**src/rtl/sdram_wr_arb_pkg.sv**
```systemverilog
// Types shared by the SDRAM write arbiter and its mycore-level hookup.
package sdram_wr_arb_pkg;

  typedef enum logic [1:0] {IDLE, ISSUE, WAIT_ACK} arb_state_t;

  localparam int ARB_N_REQ = 2;
  localparam int SDRAM_AW  = 25;
  localparam int SDRAM_DW  = 32;

  // One requester's write beat, bundled for routing ADDRn/DINn/BEn as a unit
  typedef struct packed {
    logic [SDRAM_AW-1:0]   addr;
    logic [SDRAM_DW-1:0]   din;
    logic [SDRAM_DW/8-1:0] be;
  } sdram_wr_t;

endpackage

```
**src/rtl/sdram_wr_arb_toggle_sync.sv**
```systemverilog
// STAGES-deep bit synchronizer (STAGES cycles latency, 0 = combinational pass-through).
// No flow control; also reusable for the read-ready toggle.
module toggle_sync #(
  parameter int STAGES = 2
) (
  input  logic clk,
  input  logic rst_n,
  input  logic d,
  output logic q
);

  generate
    if (STAGES == 0) begin : g_bypass
      assign q = d;
    end else begin : g_sync
      logic [STAGES-1:0] ff;

      always_ff @(posedge clk or negedge rst_n) begin
        if (!rst_n) begin
          ff <= '0;
        end else begin
          ff[0] <= d;
          for (int i = 1; i < STAGES; i++) ff[i] <= ff[i-1];
        end
      end

      assign q = ff[STAGES-1];
    end
  endgenerate

endmodule

```
**src/rtl/sdram_wr_arb.sv**
```systemverilog
// Two-requester arbiter for the SDRAM toggle write port; REQ->ACK >= 3+SYNC_STAGES cycles plus controller time.
// Requesters hold REQ until ACK; SDRAM_ARB_RR_EN selects round-robin instead of fixed priority.
module sdram_wr_arb
  import sdram_wr_arb_pkg::*;
#(
  parameter int AW          = 25,
  parameter int DW          = 32,
  parameter int SYNC_STAGES = 2,
  parameter int TIMEOUT     = 255
) (
  input  logic                 CLK,
  input  logic                 RESn,
  input  logic                 LOCK,
  input  logic [ARB_N_REQ-1:0] REQ,
  input  logic [AW-1:0]        ADDR0,
  input  logic [AW-1:0]        ADDR1,
  input  logic [DW-1:0]        DIN0,
  input  logic [DW-1:0]        DIN1,
  input  logic [DW/8-1:0]      BE0,
  input  logic [DW/8-1:0]      BE1,
  output logic [ARB_N_REQ-1:0] ACK,
  output logic [ARB_N_REQ-1:0] GNT,
  output logic [AW-1:0]        SDRAM_WADDR,
  output logic [DW-1:0]        SDRAM_DIN,
  output logic [DW/8-1:0]      SDRAM_BE,
  output logic                 SDRAM_WE_REQ,
  input  logic                 SDRAM_WE_ACK,
  output logic                 BUSY,
  output logic                 ERR
);

  localparam int            TW       = (TIMEOUT > 0) ? $clog2(TIMEOUT + 1) : 1;
  localparam logic [TW-1:0] TMO_LAST = TW'(TIMEOUT - 1);

  arb_state_t           state, state_nxt;
  logic [TW-1:0]        timer;
  logic                 ack_sync;
  logic [ARB_N_REQ-1:0] elig;
  logic                 win;
  logic                 ack_match, tmo_hit;
  logic                 load, issue, done;

  toggle_sync #(.STAGES(SYNC_STAGES)) u_ack_sync (
    .clk   (CLK),
    .rst_n (RESn),
    .d     (SDRAM_WE_ACK),
    .q     (ack_sync)
  );

  // Nothing is eligible during the ACK cycle: the requester still holds REQ there
  assign elig      = {REQ[1] & ~LOCK, REQ[0]} & {ARB_N_REQ{~|ACK}};
  assign ack_match = (ack_sync == SDRAM_WE_REQ);
  assign tmo_hit   = (TIMEOUT > 0) && (timer == TMO_LAST);

`ifdef SDRAM_ARB_RR_EN
  logic rr_ptr;

  assign win = (&elig) ? rr_ptr : ~elig[0];

  always_ff @(posedge CLK or negedge RESn) begin
    if (!RESn)     rr_ptr <= 1'b0;
    else if (done) rr_ptr <= ~GNT[1];
  end
`else
  assign win = ~elig[0];
`endif

  always_ff @(posedge CLK or negedge RESn) begin
    if (!RESn) state <= IDLE;
    else       state <= state_nxt;
  end

  always_comb begin
    state_nxt = state;
    case (state)
      IDLE:     if (|elig) state_nxt = ISSUE;
      ISSUE:    state_nxt = WAIT_ACK;
      WAIT_ACK: if (ack_match || tmo_hit) state_nxt = IDLE;
      default:  state_nxt = IDLE;
    endcase
  end

  always_comb begin
    load  = (state == IDLE) && (|elig);
    issue = (state == ISSUE);
    done  = (state == WAIT_ACK) && (ack_match || tmo_hit);
    BUSY  = (state != IDLE);
  end

  always_ff @(posedge CLK or negedge RESn) begin
    if (!RESn) begin
      ACK          <= '0;
      GNT          <= '0;
      SDRAM_WADDR  <= '0;
      SDRAM_DIN    <= '0;
      SDRAM_BE     <= '0;
      SDRAM_WE_REQ <= 1'b0;
      ERR          <= 1'b0;
      timer        <= '0;
    end else begin
      ACK <= '0;
      if (load) begin
        GNT         <= win ? 2'b10 : 2'b01;
        SDRAM_WADDR <= win ? ADDR1 : ADDR0;
        SDRAM_DIN   <= win ? DIN1  : DIN0;
        SDRAM_BE    <= win ? BE1   : BE0;
      end
      if (issue) begin
        SDRAM_WE_REQ <= ~SDRAM_WE_REQ;
        timer        <= '0;
      end
      if (state == WAIT_ACK) begin
        if (done) begin
          ACK <= GNT;
          GNT <= '0;
          // Timed out: adopt the controller's parity so the next toggle is a real request
          if (!ack_match) begin
            ERR          <= 1'b1;
            SDRAM_WE_REQ <= ack_sync;
          end
        end else if (timer != '1) begin
          timer <= timer + 1'b1;
        end
      end
    end
  end

endmodule

```
**config.mk**
```make
export PLATFORM = sky130hd
export DESIGN_NAME = sdram_wr_arb
export DESIGN_NICKNAME = d
export VERILOG_FILES = /design/src/rtl/sdram_wr_arb_pkg.sv /design/src/rtl/sdram_wr_arb_toggle_sync.sv /design/src/rtl/sdram_wr_arb.sv
export SDC_FILE = /design/constraint.sdc
export NUM_CORES = 1
export LEC_CHECK = 0
export ABC_AREA = 1
export CORE_MARGIN = 2
export CORE_UTILIZATION = 40
export CTS_CLUSTER_DIAMETER = 150
export DETAILED_ROUTE_END_ITERATION = 10
export PLACE_DENSITY = 0.8
export SYNTH_ARGS = -nofsm -noshare
export SYNTH_HDL_FRONTEND = slang
export SYNTH_SLANG_ARGS = --single-unit
export TNS_END_PERCENT = 30
```
**constraint.sdc**
```tcl
create_clock -name CLK -period 1.6 [get_ports CLK]
set_clock_uncertainty 0.05 [all_clocks]
set_input_delay 0.32 -clock CLK [delete_from_list [all_inputs] [get_ports CLK]]
set_output_delay 0.32 -clock CLK [all_outputs]
set_load 0.01 [all_outputs]
```
---- Yosys cells after proc, flatten, opt, wreduce, memory -nomap -nowiden ----
Cells that the tools add are included.
storage, ports and cells
  input bits .............................. 128
  register bits after elaboration ......... 79
  logic and storage cells ................. 53
cells by class
  bitwise operators ....................... 5
  multiplexer cells ....................... 20
  reduce and logical (&&, ||, !) cells .... 10
  add/subtract/negate cells ............... 1
  equal/unequal tests ..................... 7
operators by type and width
  cell                                                 number
  2-to-1 mux 32 bit                                    1
  2-to-1 mux 8 bit                                     4
  2-to-1 mux 25 bit                                    1
  2-to-1 mux 2 bit                                     8
  adder 8 x 1 -> 8 bit, second input constant          1
  equality test 8 bit, second input constant           1
  inequality test 8 bit, second input constant         1
  case mux 2 bit (3 select lines)                      1
  2-to-1 mux 1 bit                                     4
  2-to-1 mux 4 bit                                     1
  inequality test 2 bit, second input constant         2
  OR reduction 2 bit                                   2
  NOT 1 bit                                            3
  AND reduction 3 bit                                  1
  bitwise AND 2 bit                                    1
  equality test 2 x 1 -> 1 bit, second input constant  1
  equality test 2 bit, second input constant           1
  logical AND 1 bit                                    2
  logical NOT 2 bit                                    1
  AND reduction 2 bit                                  1
  nonzero test 2 bit                                   1
  bitwise AND 1 bit                                    1
  equality test 1 bit                                  1
  logical NOT 1 bit                                    1
  logical OR 1 bit                                     1

---- Logic depth before layout (Yosys ltp) ----
  word-level depth ........................ 8
  gate-level depth with buffers ........... 11
  depth with buffers taken out ............ 11

---- Cells and area by module ----
Synthesis repeated with hierarchy kept, for this count alone.
unflattened totals
  cell total of the unflattened synthesis .. 445
  area total of the unflattened synthesis .. 3783.6 um2
by module, submodules not included
  module        area each (um2)  cells an instance  instances
  sdram_wr_arb  3733.6           443                1
  toggle_sync   50.0             2                  1

---- Least setup slack after synthesis ----
OpenSTA, ideal clock, no wires.
  path type ............................... reg2reg
  from .................................... register ACK[1]
  to ...................................... register SDRAM_DIN[10]
  arrival time ............................ 1313 ps
  clock period less this slack ............ 1488 ps
  path slack .............................. 112 ps
  buffers on the path ..................... 2
  data required time ...................... 1426 ps
  cell stages (with the launch flop) ...... 9
  library setup time ...................... 124 ps
  cell sequence ........................... dfrtp_1 -> nor2_4 -> nand2_2 -> nand2_1 -> nand2_2 -> buf_4 -> buf_6 -> nand2_1 -> o31ai_1
between the ends
  word-level cells in the longest chain between the ends .. 5
RTL lines
  what                    RTL line             text
  start, declared         sdram_wr_arb.sv:21   output logic [ARB_N_REQ-1:0] ACK,
  start signal, assigned  sdram_wr_arb.sv:92   ACK <= '0;
  start signal, assigned  sdram_wr_arb.sv:101  ACK <= '0;
  start signal, assigned  sdram_wr_arb.sv:114  ACK <= GNT;
  OR reduction 2 bit (*)  sdram_wr_arb.sv:51   assign elig = {REQ[1] & ~LOCK, REQ[0]} & {ARB_N_REQ{~|ACK}};
  logical NOT 1 bit (*)   sdram_wr_arb.sv:51
  bitwise AND 2 bit (*)   sdram_wr_arb.sv:51
  OR reduction 2 bit      sdram_wr_arb.sv:84   load = (state == IDLE) && (|elig);
  logical AND 1 bit       sdram_wr_arb.sv:84
  end signal, assigned    sdram_wr_arb.sv:105  SDRAM_DIN <= win ? DIN1 : DIN0;
  end, declared           sdram_wr_arb.sv:24   output logic [DW-1:0] SDRAM_DIN,
Mark *: on every way between the ends. The rest lies on a longest branch, timed or not.
A chain may end at the register's enable or synchronous reset.

---- Worst setup path in the final report ----
  from .................................... register ACK[1]
  to ...................................... register SDRAM_WADDR[19]
between the ends
  word-level cells in the longest chain between the ends .. 5
RTL lines
  what                    RTL line             text
  OR reduction 2 bit (*)  sdram_wr_arb.sv:51
  logical NOT 1 bit (*)   sdram_wr_arb.sv:51
  bitwise AND 2 bit (*)   sdram_wr_arb.sv:51
  OR reduction 2 bit      sdram_wr_arb.sv:84
  logical AND 1 bit       sdram_wr_arb.sv:84
  end signal, assigned    sdram_wr_arb.sv:104  SDRAM_WADDR <= win ? ADDR1 : ADDR0;
  end, declared           sdram_wr_arb.sv:23   output logic [AW-1:0] SDRAM_WADDR,
Marks and branches as above.

==> results by group <==
Routing
  – Remaining DRCs: 0
  – Number of vias per cell: approximately 5.4
  – Total wirelength of the detailed-routed design: around 14000 µm
  – Total via count in the routed design: ~4400
  – Metal2 WL: approximately 7500 µm
  – Wire length on met3: between 900 and 1000 µm
  – Post-route antenna net violation count: 0
  – Drt first pass iters: 5
  – Starting DRT DRC Count: between 200 and 250
  – Met1 wire length: ~5600 µm
  – Wirelength per Cell: around 18 µm
  – Highest metal layer with signal wires: met4

Setup path
  – CP delay by family, top: simple AND/OR/NAND/NOR gates
  – Max incr delay on CP: between 0.4 and 0.5 ns
  – Beginning of the worst register-to-register path: ACK[1]$_DFF_PN0_
  – Sort of element at the start of the critical path: flop
  – Critical path buffers and inverters: 1
  – End of the worst register-to-register path: SDRAM_WADDR[19]$_DFFE_PN0N_
  – Register-to-Register Setup Slack: -0.07 ns
  – Critical Path Fanout Max: 7
  – Slowest cell on the critical path: sky130_fd_sc_hd__dfrtp_1
  – Critical-path cell list: nor2_4, nand3b_1, nand2_8, nand2_8, clkbuf_16, o31ai_1
  – Critical Setup Path Class: reg2reg
  – Arrival time at the worst endpoint: roughly 1.9 ns
  – Most prevalent standard cell on the critical path: sky130_fd_sc_hd__nand2_8
  – Cell depth of the worst flop-to-flop path: 6
  – Endpoint type of the worst setup path: flop
  – Required time of the critical path: approximately 1.8 ns

Synthesis
  – Count of flip-flops with a built-in enable after synthesis: 0
  – Flip-flop and latch count after synthesis: 79
  – Post-Syn Instances: 467
  – Dominant cell by count in the synthesized netlist: sky130_fd_sc_hd__nand2_1
  – Nets in the synthesized netlist: 597
  – Summed instance area of the synthesized netlist: 3860 µm²
  – Yosys top cell area share: 0.512
  – Syn. warnings: 0
  – Count of cell types in the netlist: 25
  – Area leader, netlist: sky130_fd_sc_hd__dfrtp_1
  – Top cells by area, synth: sky130_fd_sc_hd__dfrtp_1 51%, sky130_fd_sc_hd__o31ai_1 12%, sky130_fd_sc_hd__nand2_1 11%
  – Portion of the post-synthesis area used by sequential elements: 0.512
  – Ys flop type: sky130_fd_sc_hd__dfrtp_1
  – Post-synthesis async set-or-reset flop share: 1.00
  – Avg Cell Area, Syn: around 8.3 µm²
  – Most used standard cells in the synthesized netlist: 109 x sky130_fd_sc_hd__nand2_1, 79 x sky130_fd_sc_hd__dfrtp_1, 73 x sky130_fd_sc_hd__nor2_1, 62 x sky130_fd_sc_hd__a21oi_1, 61 x sky130_fd_sc_hd__o31ai_1

Placement
  – Number of I/O port buffers: around 200
  – HPWL after DPL: about 9000 µm
  – Placer congestion estimate: approximately 0.79

Flow run
  – Max-capacitance violation count: 0

STA
  – Unrepaired setup endpoints after global routing: yes
  – Least setup slack across all paths after layout: -0.0662 ns
  – Period Utilization, post-route: 1.04
  – Final hold slack: 0.306 ns
  – Worst-margin pin slew: approximately 0.49 ns
  – Setup TNS after final layout: -0.271 ns
  – Max-slew headroom at the worst pin: 0.676
  – Final number of setup-violating endpoints: 20
  – Maximum frequency from static timing analysis: approximately 0.60 GHz
  – Final-report max-slew violation count: 0
  – Time the worst path needs with I/O delays and setup: about 1.7 ns
  – Final number of hold-violating endpoints: 0

Floorplan
  – Overall die area: roughly 10000 µm²
  – Number of top-level pins: just under 200
  – # rows: 35
  – Die Span X: 102 µm
  – Height of the die: approximately 100 µm
  – Floorplan Core Area: around 9300 µm²
  – Effective utilization at floorplan: 0.416

Clock network
  – Post-CTS clock slew at the launch and capture registers of the worst setup and hold paths: approximately 0.090 ns
  – Total CTS buffers: 9
  – Count of clock tree sinks: 79
  – Worst-case clock buffer depth: 2
  – Insertion delay to the later sink of the worst-skew pair: approximately 0.35 ns
  – CTS root buffer: sky130_fd_sc_hd__clkbuf_8
  – H-tree Lvls: 3
  – Clock tree from TritonCTS: yes

Power
  – Leakage power total: roughly 3.2 nW
  – Power Density: ~1700 nW/µm²
  – Max IR drop VDD: between 1 and 1.5 mV

Min path
  – Count of cells along the worst hold path: 0
  – Min-Delay Startpoint: u_ack_sync.g_sync.ff[0]$_DFF_PN0_
  – Worst Hold Class: reg2reg
  – Worst hold endpoint: u_ack_sync.g_sync.ff[1]$_DFF_PN0_

GRT
  – Antenna violations before repair: 0
  – Total congestion overflow: 0
  – Number of global-route vias before repair: between 4000 and 5000
  – Pin count of the biggest net entering global routing: 45
  – Total Routing Usage GR: 0.235
  – First-pass GRT wire length: a little under 20000 µm

Finish
  – Post-layout net count: ~820
  – Fraction of layout cells with a size suffix above 1: 0.239
  – Number of antenna cells inserted: 0
  – Number of filler instances in the final layout: about 670
  – Area growth from synthesis to final layout: 84.0%

Status
  – Run status: complete, but fails checks
  – Failing checks: setup timing
==> layout make-up <==
cell class,instances,area (µm²),area share
well taps,129,161,0.0227
multi-input cells,337,2280,0.321
clock buffers,11,141,0.0199
repair buffers,237,2410,0.339
flip-flops and latches,79,1980,0.278
inverters,22,82.6,0.0116
clock inverters,5,57.6,0.00810
==> flip-flops by register name, summed over array words and instances (netlist names) <==
| signal | cells |
|---|---|
| SDRAM_DIN | 32 |
| ACK | 2 |
| SDRAM_WE_REQ | 1 |
| timer | 8 |
| SDRAM_WADDR | 25 |
| u_ack_sync.g_sync.ff | 2 |
| state | 2 |
| ERR | 1 |
| GNT | 2 |
| SDRAM_BE | 4 |
==> per-layer routing <==
| metal | GRT usage | vias up |
|---|---|---|
| met5 | 0 | - |
| li1 | - | 2021 |
| met4 | 0.0810 | 0 |
| met2 | 0.408 | 213 |
| met3 | 0.0472 | 28 |
| met1 | 0.293 | 2129 |
==> per-stage QoR <==
| step | power, W | worst slack (ns) | std cells | instance area, µm² | util |
|---|---|---|---|---|---|
| 6_report | 0.0119 | -0.0662 | 820 | 7100 | 0.765 |
| 5_1_grt | 0.0126 | -0.166 | 820 | 7100 | 0.765 |
| 4_1_cts | 0.00995 | -0.0622 | 805 | 6310 | 0.680 |
| 3_5_place_dp | 0.00880 | -0.207 | 783 | 6060 | 0.653 |
| 3_3_place_gp | 0.00862 | -0.127 | 783 | 6060 | 0.653 |
| 2_1_floorplan | 0.00592 | 0.112 | 467 | 3860 | - |
==> report_power, final <==
part / switching, W / internal [W]
registers: 0.000589 / 0.00290
logic: 0.00363 / 0.00331
clock network: 0.000732 / 0.000762
==> worst max path at each step <==
stage                                start                     endpoint  slack (ns)  cells after the start
after detailed placement            REQ[1]    SDRAM_DIN[31]$_DFFE_PN0N_       -0.21                      6
after CTS                 ACK[0]$_DFF_PN0_     SDRAM_DIN[7]$_DFFE_PN0N_       -0.06                      8
after floorplan           ACK[1]$_DFF_PN0_    SDRAM_DIN[10]$_DFFE_PN0N_        0.11                      8
after global routing      ACK[1]$_DFF_PN0_  SDRAM_WADDR[19]$_DFFE_PN0N_       -0.17                      6
final                     ACK[1]$_DFF_PN0_  SDRAM_WADDR[19]$_DFFE_PN0N_       -0.07                      6
after global placement                LOCK  SDRAM_WADDR[14]$_DFFE_PN0N_       -0.13                      6
==> cells by family (layout without fill, tap and decap cells) <==
group           count (synthesis)  in the layout  synth area share
flops                          79             79             0.512
buf+inv                        54            275            0.0616
xor+xnor                        2              2           0.00454
simple gates                  199            202             0.205
compound gates                131            131             0.211
fa+ha+maj                       2              2           0.00648
==> placed cells by master (no fill, tap or decap), types with 13 or more instances in the layout <==
cell                              count
sky130_fd_sc_hd__buf_4               19
sky130_fd_sc_hd__dfrtp_1             79
sky130_fd_sc_hd__o31ai_4             18
sky130_fd_sc_hd__nand2_1             83
sky130_fd_sc_hd__o31ai_2             38
sky130_fd_sc_hd__dlygate4sd2_1       66
sky130_fd_sc_hd__inv_1               13
sky130_fd_sc_hd__clkdlybuf4s50_1    125
sky130_fd_sc_hd__nand2_2             23
sky130_fd_sc_hd__nor2_1              71
sky130_fd_sc_hd__a21oi_1             61
==> timing repair <==
action                     CTS  global route
hold endpoints to repair    21             0
gates cloned                 1            11
hold buffers                 1             0
setup buffers                4             5
resized for setup           85           116
pin swaps                    4             9
setup endpoints to repair  104            73
No activity file was read; power rests on OpenSTA's default activity.
